File: src/rtl/dma_regs_nch.sv
// DMA control/status register file for the PCIe slave bus (BAR0 window).
// Holds the global control word, the DMA length and per-channel start addresses.
// Returns per-channel current addresses.
// Offers tear-free counter/address reads through snapshot registers, and a
// masked write-1-to-clear interrupt status.
module dma_regs_nch #(
  parameter int NCH   = 2,
  parameter int LEN_W = 22
) (
  input  logic                sys_clk,
  input  logic                sys_rst_n,
  input  logic                slv_ce_i,
  input  logic                slv_we_i,
  input  logic [11:1]         slv_adr_i,
  input  logic [15:0]         slv_dat_i,
  input  logic [1:0]          slv_sel_i,
  output logic [15:0]         slv_dat_o,
  input  logic [63:0]         global_counter,
  input  logic [NCH*30-1:0]   dma_addr_cur,
  input  logic [NCH-1:0]      chan_done,
  output logic                dma_enable,
  output logic [LEN_W-3:0]    dma_length,
  output logic [NCH*30-1:0]   dma_addr_start,
  output logic                sys_intr
);

  localparam logic [7:0]  NCH8    = 8'(NCH);
  localparam logic [15:0] ID_V    = {NCH8, 8'h02};
  localparam logic [31:0] LEN_RST = 32'h0001_0000;

  // Reset start address of channel c, in [31:2] form
  function automatic logic [29:0] start_rst(input int c);
    logic [31:0] a;
    a = 32'h1000_0000 + 32'(c) * 32'h0010_0000;
    return a[31:2];
  endfunction

  logic [5:0]  wa;
  logic        hit, wr, rd;
  logic [15:0] wdat_v;  // write data in register (un-swapped) order
  logic [15:0] wbe;     // per-bit write enable in register order

  assign wa     = slv_adr_i[6:1];
  assign hit    = slv_ce_i && (slv_adr_i[11:7] == 5'd0);
  assign wr     = hit && slv_we_i;
  assign rd     = hit && !slv_we_i;
  assign wdat_v = {slv_dat_i[7:0], slv_dat_i[15:8]};
  assign wbe    = {{8{slv_sel_i[0]}}, {8{slv_sel_i[1]}}};

  logic              enable_q, enable_n;
  logic [NCH-1:0]    status_q, mask_q, mask_n, clr;
  logic [LEN_W-1:2]  length_q, length_n;
  logic [29:0]       start_q [NCH];
  logic [29:0]       start_n [NCH];
  logic [63:16]      snap_q;
  logic [15:0]       hold_q, hold_n;
  logic [15:0]       dat_q, rd_v;
  logic              intr_q, snap_ld, hold_ld;

  // Address decode: read mux and next values of the writable registers
  always_comb begin
    rd_v     = '0;
    snap_ld  = 1'b0;
    hold_ld  = 1'b0;
    hold_n   = hold_q;
    enable_n = enable_q;
    mask_n   = mask_q;
    length_n = length_q;
    start_n  = start_q;
    clr      = '0;
    if (hit) begin
      case (wa)
        6'h00: rd_v = ID_V;
        6'h02: begin
          rd_v    = global_counter[15:0];
          snap_ld = rd;
        end
        6'h03: rd_v = snap_q[31:16];
        6'h04: rd_v = snap_q[47:32];
        6'h05: rd_v = snap_q[63:48];
        6'h08: begin
          rd_v = {15'd0, enable_q};
          if (wr && slv_sel_i[1]) enable_n = wdat_v[0];
        end
        6'h09: begin
          rd_v = 16'(status_q);
          if (wr) clr = wdat_v[NCH-1:0] & wbe[NCH-1:0];
        end
        6'h0A: begin
          rd_v = 16'(mask_q);
          if (wr) mask_n = (mask_q & ~wbe[NCH-1:0]) | (wdat_v[NCH-1:0] & wbe[NCH-1:0]);
        end
        6'h0C: begin
          rd_v = {length_q[15:2], 2'b00};
          if (wr) length_n[15:2] = (length_q[15:2] & ~wbe[15:2]) | (wdat_v[15:2] & wbe[15:2]);
        end
        6'h0D: begin
          rd_v = 16'(length_q[LEN_W-1:16]);
          if (wr) length_n[LEN_W-1:16] = (length_q[LEN_W-1:16] & ~wbe[LEN_W-17:0])
                                       | (wdat_v[LEN_W-17:0] & wbe[LEN_W-17:0]);
        end
        default: begin
          for (int c = 0; c < NCH; c++) begin
            if (wa == 6'(16 + 4*c)) begin
              rd_v = {start_q[c][13:0], 2'b00};
              if (wr) start_n[c][13:0] = (start_q[c][13:0] & ~wbe[15:2]) | (wdat_v[15:2] & wbe[15:2]);
            end
            if (wa == 6'(17 + 4*c)) begin
              rd_v = start_q[c][29:14];
              if (wr) start_n[c][29:14] = (start_q[c][29:14] & ~wbe) | (wdat_v & wbe);
            end
            if (wa == 6'(18 + 4*c)) begin
              rd_v    = {dma_addr_cur[c*30 +: 14], 2'b00};
              hold_ld = rd;
              hold_n  = dma_addr_cur[c*30+14 +: 16];
            end
            if (wa == 6'(19 + 4*c)) rd_v = hold_q;
          end
        end
      endcase
    end
  end

  // Register state, snapshots, read data and interrupt output
  always_ff @(posedge sys_clk or negedge sys_rst_n) begin
    if (!sys_rst_n) begin
      enable_q <= 1'b0;
      status_q <= '0;
      mask_q   <= '0;
      length_q <= LEN_RST[LEN_W-1:2];
      for (int c = 0; c < NCH; c++) start_q[c] <= start_rst(c);
      snap_q   <= '0;
      hold_q   <= '0;
      dat_q    <= '0;
      intr_q   <= 1'b0;
    end else begin
      enable_q <= enable_n;
      // a new completion event wins over a simultaneous clear
      status_q <= (status_q & ~clr) | chan_done;
      mask_q   <= mask_n;
      length_q <= length_n;
      start_q  <= start_n;
      if (snap_ld) snap_q <= global_counter[63:16];
      if (hold_ld) hold_q <= hold_n;
      if (slv_ce_i && !slv_we_i) dat_q <= {rd_v[7:0], rd_v[15:8]};
      intr_q   <= |(status_q & mask_q);
    end
  end

  genvar g;
  for (g = 0; g < NCH; g++) begin : g_start
    assign dma_addr_start[g*30 +: 30] = start_q[g];
  end

  assign slv_dat_o  = dat_q;
  assign dma_enable = enable_q;
  assign dma_length = length_q;
  assign sys_intr   = intr_q;

endmodule

File: config.mk
export PLATFORM = sky130hd
export DESIGN_NAME = dma_regs_nch
export DESIGN_NICKNAME = d
export VERILOG_FILES = /design/src/rtl/dma_regs_nch.sv
export SDC_FILE = /design/constraint.sdc
export NUM_CORES = 1
export LEC_CHECK = 0
export ABC_CLOCK_PERIOD_IN_PS = 1750
export BUFFER_PORTS_ARGS = -buffer_cell sky130_fd_sc_hd__buf_4
export CAP_MARGIN = 20
export CORE_ASPECT_RATIO = 1.25
export CORE_UTILIZATION = 30
export DETAILED_ROUTE_END_ITERATION = 10
export PLACE_DENSITY = 0.5
export SYNTH_ARGS = -nofsm -noshare
export SYNTH_HDL_FRONTEND = slang
export SYNTH_SLANG_ARGS = --single-unit
export TNS_END_PERCENT = 20
File: constraint.sdc
create_clock -name sys_clk -period 1.75 [get_ports sys_clk]
set_clock_uncertainty 0.1 [all_clocks]
set_input_delay 0 -clock sys_clk [delete_from_list [all_inputs] [get_ports sys_clk]]
set_output_delay 0 -clock sys_clk [all_outputs]
set_load 0.05 [all_outputs]
==> results.sh, run 1 <==
export IMPL_status="complete, no violations"
export IMPL_hpwl_um=23000
export IMPL_viasPerCell=4.97
export IMPL_instances_no_fill=1478
export IMPL_synth_edf_count=0
export IMPL_track_usage_pct=21.9
export IMPL_antenna_found_initial=1
export IMPL_muxShareOfSynthArea_pct=27.5
export IMPL_worst_slack_ps=43.7
export IMPL_crit_fanout=3
export IMPL_crit_path_max_incr_delay_ps=480
export IMPL_synth_area_mm2=0.00828
export IMPL_pwr_density_cell_mw_per_mm2=666
export IMPL_final_util_pct=49.0
export IMPL_grt_overflow_total=0
export IMPL_grt_max_degree=64
export IMPL_tightestPinTransition_ps=774
export IMPL_ys_flop_type="dfrtp_1"
export IMPL_finalMaxSlewViolations=0
export IMPL_clock_path_buffers=2
export IMPL_initialDrtViolationCount=302
export IMPL_die_x_um=151
export IMPL_crit_required_ps=1970
export IMPL_slew_headroom_pct=48.4
export IMPL_coreArea_mm2=0.0270
export IMPL_nets=1279
export IMPL_rsz0062_at_grt="yes"
export IMPL_fin_tns_setup_ps=0
export IMPL_setup_violations=0
export IMPL_syn_nets=821
export IMPL_period_minus_slack_ps=1710
export IMPL_diodes=0
export IMPL_cts_clk_slew_worst_paths_ps=70
export IMPL_wl_per_cell_um=20.4
export IMPL_die_area_mm2=0.0283
export IMPL_yosysSeqAreaShare_pct=50.2
export IMPL_clk_latency_ps=440
export IMPL_synth_top_family_by_area="multiplexers"
export IMPL_synthAdderAreaFrac_pct=0
export IMPL_final_cell_mix="buf_4 (351), dfrtp_1 (162), mux2_2 (139)"
export IMPL_avgSynthCellArea_um2=12.5
export IMPL_p_leak_nw=6.64
export IMPL_die_y_um=188
export IMPL_placed_area_mm2=0.0114
export IMPL_io_buffers=256
export IMPL_start_util_pct=30.7
export IMPL_max_freq_mhz=586
export IMPL_rrSetupSlack_ps=40
export IMPL_area_growth_pct=59.7
export IMPL_cp_end_kind="flip-flop"
export IMPL_placed_cells=1329
export IMPL_clkSinkCount=166
export IMPL_synthCells=662
export IMPL_fp_row_count=67
export IMPL_synth_cell_types=51
export IMPL_ir_drop_v=0.000443
export IMPL_maxCapViolations=0
export IMPL_path_cells="mux4_2, a22oi_2, nand2_1, a32o_1"
export IMPL_wl_um=30100
export IMPL_cts_tree="yes"
export IMPL_synth_xor_area_share_pct=0
export IMPL_slowest_stage="mux4_2"
export IMPL_whs_ps=8.24
export IMPL_p_total_mw=8.81
export IMPL_crit_arrival_ps=1930
export IMPL_finish_instance_area_mm2=0.0132
export IMPL_timing_final_hold_violations=0
export IMPL_finalCritPeriodShare_pct=97.5
export IMPL_cp_num_buf_inv=0
export IMPL_place_ws_ps=-331
export IMPL_io_pins=257
export IMPL_vias=7348
export IMPL_async_flop_share_pct=100
export IMPL_cp_start_kind="flip-flop"
export IMPL_cts_buffers=17
export IMPL_ys_seq_elements=166
export IMPL_cts_setup_buffers=0
export IMPL_synth_compound_area_share_pct=11.2
export IMPL_final_common_cell="buf_4"
export IMPL_grt_pass1_wl_um=45700
export IMPL_ant_nets=0
export IMPL_yosys_warnings=0
export IMPL_drive_above_1_share_pct=50.6
export IMPL_cpLargestDelayFamily="multiplexers"
export IMPL_gp_routability_congestion=0.813
export IMPL_h_tree_depth=4
export IMPL_drcViolationCount=0
export IMPL_synthSimpleGateAreaFrac_pct=8.37
export IMPL_crit_type="flip-flop to flip-flop"
export IMPL_hold_path_class="input pin to flip-flop"
export IMPL_drt_pre_antenna_iters=4
export IMPL_clockRootBuffer="clkbuf_16"
export IMPL_grt_pass1_vias=7767
Yosys cell counts, drive strengths merged (3+ instances only):
master     n  area [µm²]
nor3      14         115
o21ai     16        80.1
clkbuf    14        52.6
buf       31         178
a221o      6        60.1
o2bb2ai    8        70.1
a221oi    22         193
a21oi     31         155
nand2b     6        40.0
mux4       7         158
a32o      15         150
nand4      3        18.8
o211ai     3        22.5
mux2     140        1580
mux2i     54         541
a21o       3        22.5
dfrtp    162        4050
nor2      46         185
dfstp      4         105
a22oi     14         105
nand3     12        60.1
nor2b      3        18.8
nand2     22        82.6
worst register-to-register path: cells and delay by family, from the launching register on:
family           cells  cell delay, ps
flip-flops           1             410
AND/OR/NAND/NOR      1             130
AO/OA/AOI/OAI        2             470
multiplexers         1             480
metal layers:
layer | up-vias | wire length [µm] | GRT usage [%]
met2 | 211 | 15500 | 37.8
li1 | 3434 | - | -
met4 | 2 | 577 | 6.73
met1 | 3666 | 12900 | 27.6
met3 | 35 | 1210 | 3.53
met5 | - | 9 | 0
path summary, 6_finish.rpt:
check	start	endpoint	depth (start not counted)
setup / recovery	hold_q[9]$_DFFE_PN0P_	slv_dat_o[1]$_DFFE_PN0P_	4
hold / removal	dma_addr_cur[39]	slv_dat_o[3]$_DFFE_PN0P_	4
setup reg to reg	hold_q[9]$_DFFE_PN0P_	slv_dat_o[1]$_DFFE_PN0P_	4
hold reg to reg	snap_q[30]$_DFFE_PN0P_	snap_q[30]$_DFFE_PN0P_	1
max in group asynchronous	sys_rst_n	async pin	3
min in group asynchronous	sys_rst_n	slv_dat_o[5]$_DFFE_PN0P_	3
report_power, final:
group          switching (mW)  leakage (nW)  internal, mW  total [mW]
Combinational           0.504          4.05         0.625        1.13
Sequential             0.0121          2.29          3.85        3.86
Clock                    1.73         0.289          2.08        3.81
timing repair:
action                                  4_1_cts  5_1_grt
endpoints found under the setup margin        0       17
hold buffers                                117        0
endpoints found under the hold margin       330        0
gates resized for setup                       0       11
area by class of cell:
class / instances / area [µm²]
Sequential cell: 166 / 4160
Timing Repair Buffer: 484 / 4120
Clock inverter: 13 / 135
Clock buffer: 19 / 453
Fill cell: 2513 / 13800
Tap cell: 345 / 432
Multi-Input combinational cell: 451 / 3930
logic make-up after synthesis:
| logic type | after synthesis |
|---|---|
| compound gates | 126 |
| buf+inv | 45 |
| flops | 166 |
| mux | 201 |
| simple gates | 124 |
Power figures use the tool's default switching activity.
==> run 2, diff against run 1 <==
Settings changed: CORE_UTILIZATION 30 to 52, PLACE_DENSITY 0.5 to 0.79.
==> run 2 against run 1 <==
Against the previous run:
- cell area down 3.2%
- critical endpoint is now slv_dat_o[13]$_DFFE_PN0P_
- non-clock buffer count decreased by 31
- critical path depth is 1 higher
- via count grew 5.8%
- register-to-register slack worse by 40 ps
- final cell count decreased by 11%
- highest routed layer is now met4
- hold slack gained 14 ps
- combinational power barely moved
- sequential cell count did not move
- sequential share of layout area is 1.0 points higher
- maximum frequency shrank 2.2%
- sequential power about the same
==> results.sh, run 2 (synthesis results as in run 1) <==
export IMPL_cp_num_buf_inv=0
export IMPL_path_cells="nor2b_1, a2111oi_1, a21oi_1, a221oi_2, o21ai_1"
export IMPL_finalCritPeriodShare_pct=99.6
export IMPL_tightestPinTransition_ps=703
export IMPL_max_freq_mhz=573
export IMPL_coreArea_mm2=0.0156
export IMPL_slowest_stage="a221oi_2"
export IMPL_timing_final_hold_violations=0
export IMPL_die_area_mm2=0.0164
export IMPL_grt_pass1_vias=8361
export IMPL_wl_um=29100
export IMPL_final_cell_mix="buf_4 (320), dfrtp_1 (162), mux2_2 (139)"
export IMPL_die_y_um=143
export IMPL_io_pins=257
export IMPL_cp_start_kind="flip-flop"
export IMPL_status="complete, no violations"
export IMPL_crit_arrival_ps=1940
export IMPL_clock_path_buffers=2
export IMPL_crit_required_ps=1940
export IMPL_initialDrtViolationCount=494
export IMPL_drcViolationCount=0
export IMPL_instances_no_fill=1317
export IMPL_placed_cells=1164
export IMPL_start_util_pct=53.2
export IMPL_clk_latency_ps=430
export IMPL_place_ws_ps=-336
export IMPL_drt_pre_antenna_iters=6
export IMPL_gp_routability_congestion=0.890
export IMPL_area_growth_pct=54.7
export IMPL_final_common_cell="buf_4"
export IMPL_worst_slack_ps=6.13
export IMPL_grt_overflow_total=0
export IMPL_hpwl_um=19500
export IMPL_viasPerCell=5.91
export IMPL_ant_nets=0
export IMPL_crit_path_max_incr_delay_ps=410
export IMPL_cpLargestDelayFamily="compound AO/OA/AOI/OAI gates"
export IMPL_cts_clk_slew_worst_paths_ps=60
export IMPL_track_usage_pct=36.6
export IMPL_rsz0062_at_grt="yes"
export IMPL_fin_tns_setup_ps=0
export IMPL_wl_per_cell_um=22.1
export IMPL_nets=1248
export IMPL_setup_violations=0
export IMPL_fp_row_count=51
export IMPL_grt_pass1_wl_um=44600
export IMPL_h_tree_depth=4
export IMPL_crit_type="flip-flop to flip-flop"
export IMPL_clockRootBuffer="clkbuf_16"
export IMPL_cts_buffers=17
export IMPL_pwr_density_cell_mw_per_mm2=677
export IMPL_ir_drop_v=0.000764
export IMPL_drive_above_1_share_pct=48.6
export IMPL_clkSinkCount=166
export IMPL_period_minus_slack_ps=1740
export IMPL_antenna_found_initial=1
export IMPL_hold_path_class="input pin to flip-flop"
export IMPL_maxCapViolations=0
export IMPL_cp_end_kind="flip-flop"
export IMPL_cts_tree="yes"
export IMPL_vias=7777
export IMPL_crit_fanout=3
export IMPL_slew_headroom_pct=53.1
export IMPL_p_leak_nw=6.45
export IMPL_nFillCells=870
export IMPL_grt_max_degree=66
export IMPL_die_x_um=115
export IMPL_cts_setup_buffers=0
export IMPL_finalMaxSlewViolations=0
export IMPL_io_buffers=256
## run 2: cell types whose count changed in the layout (fill, tap and decap cells not counted), moves of 2 or more
| cell | delta |
|---|---|
| clkinv_4 | -3 |
| clkinvlp_4 | +3 |
| inv_6 | -5 |
| inv_8 | -2 |
| diode_2 | +3 |
| clkbuf_1 | +3 |
| buf_4 | -31 |
| clkbuf_8 | +4 |
## run 2: final timing paths
path / startpoint / to / slack (ps) / cells after the start
min: dma_addr_cur[38] / slv_dat_o[2]$_DFFE_PN0P_ / 20 / 4
max reg2reg: flip-flop / slv_dat_o[13]$_DFFE_PN0P_ / 6 / 5
min reg2reg: slv_dat_o[6]$_DFFE_PN0P_ / slv_dat_o[6]$_DFFE_PN0P_ / 400 / 1
max in group asynchronous: sys_rst_n / async pin / 270 / 4
max: flip-flop / slv_dat_o[13]$_DFFE_PN0P_ / 6 / 5
min in group asynchronous: sys_rst_n / async pin / 540 / 3
## run 2: layout make-up
class / instances / area [µm²] / area share [%]
timing repair buffer: 453 / 3870 / 30.2
sequential: 166 / 4160 / 32.5
clock inverter: 6 / 65.1 / 0.508
antenna: 3 / 7.51 / 0.0586
multi-input combinational: 451 / 3920 / 30.6
tap: 212 / 265 / 2.07
clock buffer: 26 / 519 / 4.05
## run 2: metal layers
metal / GRT usage, % / wire [µm] / vias to the layer above
li1: - / - / 3356
met1: 41.9 / 10500 / 3880
met2: 63.5 / 15200 / 430
met3: 7.68 / 1990 / 111
met4: 20.1 / 1410 / 0
met5: 0 / 0 / -
## run 2: worst min-delay path, cell delays in order
cell and delay (ps):
buf_4 80, a21oi_1 50, o21ai_0 210, a32o_1 180
## run 2: repair_timing
item / in CTS / in global routing
pin swaps: 0 / 4
hold buffers: 117 / 0
endpoints found under the hold margin: 326 / 0
gates resized for setup: 2 / 7
endpoints found under the setup margin: 2 / 14
## run 2: stage by stage
step,power (mW),instance area [µm²],util [%],hold slack [ps]
detailed placement,4.79,11000,70.7,-139
CTS,8.64,12800,82.1,3.28
floorplan,4.23,8280,-,-396
global placement,4.77,11000,70.7,-149
finish,8.68,12800,82.2,22.4
global route,8.92,12800,82.2,20.4
## run 2: where the power goes
| group | leakage (nW) | switching, mW | total, mW | internal, mW |
|---|---|---|---|---|
| combinational | 3.88 | 0.502 | 1.11 | 0.606 |
| sequential | 2.29 | 0.0132 | 3.87 | 3.86 |
| clock | 0.275 | 1.51 | 3.70 | 2.19 |
| total | 6.45 | 2.03 | 8.68 | 6.65 |
